==> src/rtl/tcam_pkg.sv <==
// rtl/tcam_pkg.sv - shared constants and types for the TCAM match encoder
package tcam_pkg;

  localparam int TCAM_ROWS   = 64;
  localparam int TCAM_ADDR_W = 6;

  typedef enum logic {
    IDLE = 1'b0,
    EMIT = 1'b1
  } enc_state_e;

  typedef logic [TCAM_ROWS-1:0] match_vec_t;

endpackage

==> src/rtl/tcam_prio_enc64.sv <==
// rtl/tcam_prio_enc64.sv - 64-bit lowest-set-bit priority encoder, two-level 8x8 tree
module tcam_prio_enc64
  import tcam_pkg::*;
(
  input  match_vec_t             vec_i,
  output logic [TCAM_ADDR_W-1:0] addr_o,
  output logic                   none_o,
  output logic                   single_o
);

  logic [7:0] grp_any;
  logic [7:0] grp_single;
  logic [2:0] grp_low [8];
  logic [2:0] grp_sel;
  logic [7:0] byte_v;

  // First level: per-byte lowest set bit and at-most-one-bit flag.
  always_comb begin
    byte_v = '0;
    for (int g = 0; g < 8; g++) begin
      byte_v        = vec_i[g*8 +: 8];
      grp_any[g]    = |byte_v;
      grp_single[g] = ((byte_v & (byte_v - 8'd1)) == 8'd0);
      grp_low[g]    = '0;
      for (int b = 7; b >= 0; b--) begin
        if (byte_v[b]) grp_low[g] = 3'(b);
      end
    end
  end

  // Second level: lowest non-empty byte wins.
  always_comb begin
    grp_sel = '0;
    for (int g = 7; g >= 0; g--) begin
      if (grp_any[g]) grp_sel = 3'(g);
    end
  end

  assign addr_o   = {grp_sel, grp_low[grp_sel]};
  assign none_o   = ~|grp_any;
  assign single_o = (&grp_single) & ((grp_any & (grp_any - 8'd1)) == 8'd0);

endmodule

==> src/rtl/tcam_match_encoder.sv <==
// rtl/tcam_match_encoder.sv - resolves TCAM match vectors into prioritised row addresses
module tcam_match_encoder
  import tcam_pkg::*;
#(
  parameter int MATCH_W = TCAM_ROWS,
  parameter int ADDR_W  = TCAM_ADDR_W,
  parameter int RD_LAT  = 1
) (
  input  logic               clk_i,
  input  logic               rst_i,
  input  logic               search_valid_i,
  input  logic               all_matches_i,
  input  logic [MATCH_W-1:0] rdata_i,
  output logic               match_valid_o,
  input  logic               match_ready_i,
  output logic [ADDR_W-1:0]  match_addr_o,
  output logic               match_none_o,
  output logic               match_last_o,
  output logic               busy_o,
  output logic               overflow_o
);

  enc_state_e  state_q, state_d;
  match_vec_t  pending_q, pending_d;
  logic        mode_q, mode_d;
  logic        overflow_q;
  logic [RD_LAT-1:0] dly_vld_q;
  logic [RD_LAT-1:0] dly_mode_q;

  logic [TCAM_ADDR_W-1:0] enc_addr;
  logic                   enc_none;
  logic                   enc_single;

  logic              valid_c;
  logic [ADDR_W-1:0] addr_c;
  logic              none_c;
  logic              last_c;

  tcam_prio_enc64 u_prio_enc (
    .vec_i    (pending_q),
    .addr_o   (enc_addr),
    .none_o   (enc_none),
    .single_o (enc_single)
  );

  assign busy_o = (state_q != IDLE) | (|dly_vld_q);

  always_ff @(posedge clk_i) begin
    if (rst_i) begin
      state_q    <= IDLE;
      pending_q  <= '0;
      mode_q     <= 1'b0;
      overflow_q <= 1'b0;
      dly_vld_q  <= '0;
      dly_mode_q <= '0;
    end else begin
      state_q       <= state_d;
      pending_q     <= pending_d;
      mode_q        <= mode_d;
      // Searches issued while busy never enter the pipeline.
      overflow_q    <= search_valid_i & busy_o;
      dly_vld_q[0]  <= search_valid_i & ~busy_o;
      dly_mode_q[0] <= all_matches_i;
      for (int i = 1; i < RD_LAT; i++) begin
        dly_vld_q[i]  <= dly_vld_q[i-1];
        dly_mode_q[i] <= dly_mode_q[i-1];
      end
    end
  end

  always_comb begin
    state_d   = state_q;
    pending_d = pending_q;
    mode_d    = mode_q;
    valid_c   = 1'b0;
    addr_c    = '0;
    none_c    = 1'b0;
    last_c    = 1'b0;
    case (state_q)
      IDLE: begin
        if (dly_vld_q[RD_LAT-1]) begin
          pending_d = rdata_i;
          mode_d    = dly_mode_q[RD_LAT-1];
          state_d   = EMIT;
        end
      end
      EMIT: begin
        valid_c = 1'b1;
        addr_c  = ADDR_W'(enc_addr);
        none_c  = enc_none;
        last_c  = enc_none | ~mode_q | enc_single;
        if (match_ready_i) begin
          if (last_c) begin
            state_d   = IDLE;
            pending_d = '0;
          end else begin
            pending_d[enc_addr] = 1'b0;
          end
        end
      end
      default: state_d = IDLE;
    endcase
  end

  assign match_valid_o = valid_c;
  assign match_addr_o  = addr_c;
  assign match_none_o  = none_c;
  assign match_last_o  = last_c;
  assign overflow_o    = overflow_q;

endmodule

==> config.mk <==
export PLATFORM = sky130hd
export DESIGN_NAME = tcam_match_encoder
export DESIGN_NICKNAME = d
export VERILOG_FILES = /design/src/rtl/tcam_pkg.sv /design/src/rtl/tcam_prio_enc64.sv /design/src/rtl/tcam_match_encoder.sv
export SDC_FILE = /design/constraint.sdc
export NUM_CORES = 1
export LEC_CHECK = 0
export CAP_MARGIN = 0
export CORE_UTILIZATION = 55
export DETAILED_ROUTE_END_ITERATION = 7
export PLACE_DENSITY = 0.88
export SLEW_MARGIN = 30
export SYNTH_ARGS = -nofsm -noshare
export SYNTH_HDL_FRONTEND = slang
export SYNTH_SLANG_ARGS = --single-unit
==> constraint.sdc <==
create_clock -name clk_i -period 4.4 [get_ports clk_i]
set_input_delay 1.1 -clock clk_i [delete_from_list [all_inputs] [get_ports clk_i]]
set_output_delay 1.1 -clock clk_i [all_outputs]
set_load 0.05 [all_outputs]
==> results.py <==
metrics = {
    "finish": {
        "final_util_pct": 71.68,
        "drive_above_1_share_pct": 16.01,
        "n_antenna_cell": 0,
        "fillers": 716,
        "syn_to_final_growth_pct": 25.97,
        "nNetsFinal": 851,
        "final_area_sq_um": 6251,
    },
    "timing": {
        "clock_skew_ns": 0.009918,
        "finalHoldViolCount": 0,
        "setup_violations": 0,
        "finalCritPeriodShare_pct": 97.95,
        "max_slew_margin_pct": 39.42,
        "finalCriticalPeriod_ns": 4.310,
        "slew_violations": 0,
        "layout_setup_ws_ns": 0.09016,
        "rsz0062_at_grt": "false",
        "tightestPinTransition_ns": 0.9065,
        "fin_setup_tns_ns": 0,
        "fmax_mhz": 232.0,
    },
    "worst_setup_path": {
        "cp_max_fo": 9,
        "worstPathArrival_ns": 3.21,
        "worstReg2RegEnd": "pending_q[13]$_SDFFE_PP0P_",
        "critPathBufInv": 1,
        "critPathMaxStageDelay_ns": 0.58,
        "required_ns": 3.30,
        "regToRegSetupSlack_ns": 0.77,
        "path_class": "reg2out",
        "critPathLaunchType": "flop",
        "path_cells": "or4_4 > or3_4 > a21o_1 > a221oi_4 > or4b_4 > o211a_2 > and2_1 > buf_4",
        "r2r-start": "pending_q[0]$_SDFFE_PP0P_",
        "crit_path_end_kind": "primary output",
        "crit_path_start": "pending_q[40]$_SDFFE_PP0P_",
        "critPathCapture": "match_addr_o[0]",
        "cp_top_family": "simple AND/OR/NAND/NOR gates",
        "path_depth": 8,
        "worst_path_max_delay_cell": "or4_4",
        "r2r_cells": 12,
    },
    "synth": {
        "yosys-top-cells-count": "nand2_1, a21oi_1, dfxtp_1",
        "synth_top_cell_area_share_pct": 27.84,
        "synth_cell_types": 58,
        "yosysMostFrequentCell": "nand2_1",
        "yosys_warnings": 0,
        "netlist_area_sq_um": 4962,
        "synth_edf_count": 0,
        "seq_area_frac_synth_pct": 27.84,
        "syn_inst": 723,
        "synthTopCellsByArea": "dfxtp_1, nand2_1, a21oi_1",
        "synth_ff_type": "dfxtp_1",
        "async_flop_share_pct": 0,
        "syn_area_per_cell_sq_um": 6.863,
        "yosys_register_bits": 69,
        "synthesis.nets": 792,
        "synth_largest_area_cell": "dfxtp_1",
    },
    "detailed_routing": {
        "ant_nets": 0,
        "first_pass_iters": 6,
        "wl_um": 17550,
        "wl_per_cell_um": 19.61,
        "drtIter0Drc": 496,
        "drcViolationCount": 0,
        "dr_total_vias": 5977,
        "drt-vias-per-instance": 6.678,
    },
    "cts": {
        "clk_latency_ns": 0.36,
        "cts_root_buffer": "clkbuf_8",
        "htreeDepth": 3,
        "clkSlewWorstSetupHoldPaths_ns": 0.08,
        "clk_path_buf_depth": 2,
        "cts_tree": "yes",
        "clkSinkCount": 69,
        "cts_buffers": 9,
        "holdBufCountCts": 0,
    },
    "flow_run": {
        "maxCapViolCount": 0,
    },
    "grt": {
        "groute.usage.overall_pct": 36.94,
        "grt_max_degree": 64,
        "grt_pass1_wl_um": 28000,
        "antenna_found_initial": 0,
        "grt_pass1_vias": 5471,
        "grt_overflow_total": 0,
    },
    "pwr": {
        "p_per_area_nw_per_um2": 407.2,
        "worst_ir_drop_vdd_v": 0.0002918,
        "p_total_w": 0.002545,
        "p_leak_nw": 2.187,
    },
    "die": {
        "coreArea_sq_um": 8721,
        "die_w_um": 96.99,
        "io_pins": 80,
        "dieArea_sq_um": 9406,
        "die_h_um": 96.99,
        "initial_core_util_pct": 56.90,
        "rows": 34,
    },
    "placement": {
        "globalplace.congestion": 1.032,
        "io_buffers": 79,
        "dp_slack_ns": 0.2119,
        "place_area_sq_um": 5903,
        "dpl.hpwl_um": 12600,
    },
    "min_path": {
        "hold_start": "dly_mode_q$_SDFF_PP0_",
        "hp-class": "reg2reg",
    },
    "run_status": {
        "status": "completed",
    },
}
-- timing repair --
item | CTS | global route
setup buffers | 2 | 0
endpoints found under the setup margin | 2 | 7
resized for setup | 1 | 16
endpoints found under the hold margin | 0 | 0
gates cloned | 0 | 0
pin swaps | 1 | 1
-- metal layers --
metal | track usage [%] | up-vias | routed length [um]
met1 | 47.44 | 2801 | 7282
met5 | 0 | - | 0
met4 | 15.50 | 0 | 718
li1 | - | 2788 | -
met2 | 60.94 | 328 | 8245
met3 | 6.431 | 60 | 1303
-- cell usage in the layout, fill, tap and decap left out, types with 5 or more instances in the layout --
cell,count
a22oi_1,7
o32ai_1,6
a21oi_1,90
o21bai_1,8
nand3b_1,7
dfxtp_1,67
nand3_1,27
nor2_1,41
o21ai_0,23
a31o_1,8
nor3_1,23
a211oi_1,5
nand2_1,149
and2_1,5
clkbuf_8,11
nand4_1,20
buf_4,33
nor2b_1,8
inv_1,15
nor4_1,18
o22ai_1,6
a31o_2,46
clkdlybuf4s50_1,73
-- how the worst min path moves through the flow --
| stage | cells past startpoint | slack [ns] | to |
|---|---|---|---|
| 2_1_floorplan | 2 | 0.41 | mode_q$_SDFFE_PP0P_ |
| 3_3_place_gp | 2 | 0.42 | mode_q$_SDFFE_PP0P_ |
| 3_5_place_dp | 2 | 0.44 | mode_q$_SDFFE_PP0P_ |
| 4_1_cts | 2 | 0.46 | mode_q$_SDFFE_PP0P_ |
| 5_1_grt | 2 | 0.48 | mode_q$_SDFFE_PP0P_ |
| 6_report | 2 | 0.45 | mode_q$_SDFFE_PP0P_ |
-- report_power, final --
part	leakage (nW)	switching, W	internal (W)
Sequential	0.562	0.0000588	0.000655
Clock	0.116	0.000273	0.000351
Combinational	1.51	0.000766	0.000441
-- cells by family after synthesis --
kind of cell | after synthesis | synth area share, %
buf+inv | 79 | 6.404
flops | 69 | 27.84
fa+ha+maj | 1 | 0.2017
simple gates | 332 | 31.90
mux | 4 | 0.8069
compound gates | 238 | 32.85
-- per-stage QoR --
stage                     hold WS [ns]  std cells
after global placement          0.4248        876
after floorplan                 0.4113        723
after CTS                       0.4556        894
final                           0.4517        895
after detailed placement        0.4381        876
after global routing            0.4848        895
-- state kept, by name, summed over array words and instances (netlist names) --
signal / flops
mode_q: 1
dly_vld_q: 1
dly_mode_q: 1
state_q: 1
pending_q: 64
overflow_o: 1
-- tightest hold or removal path, stage by stage (launching register included) --
cell and delay, ns:
dfxtp_1 0.31, nand2_1 0.05, a21oi_1 0.05
-- layout make-up --
cell class                 count  area [sq um]  area share [%]
clock buffer                  11         151.4           2.422
clock inverter                 5         81.33           1.301
inverter                      15         56.30          0.9007
multi-input combinational    575          3364           53.82
sequential                    69          1384           22.14
tap                          108         135.1           2.162
timing repair buffer         112          1079           17.25
Note: power is estimated with default switching activity, not from simulation.
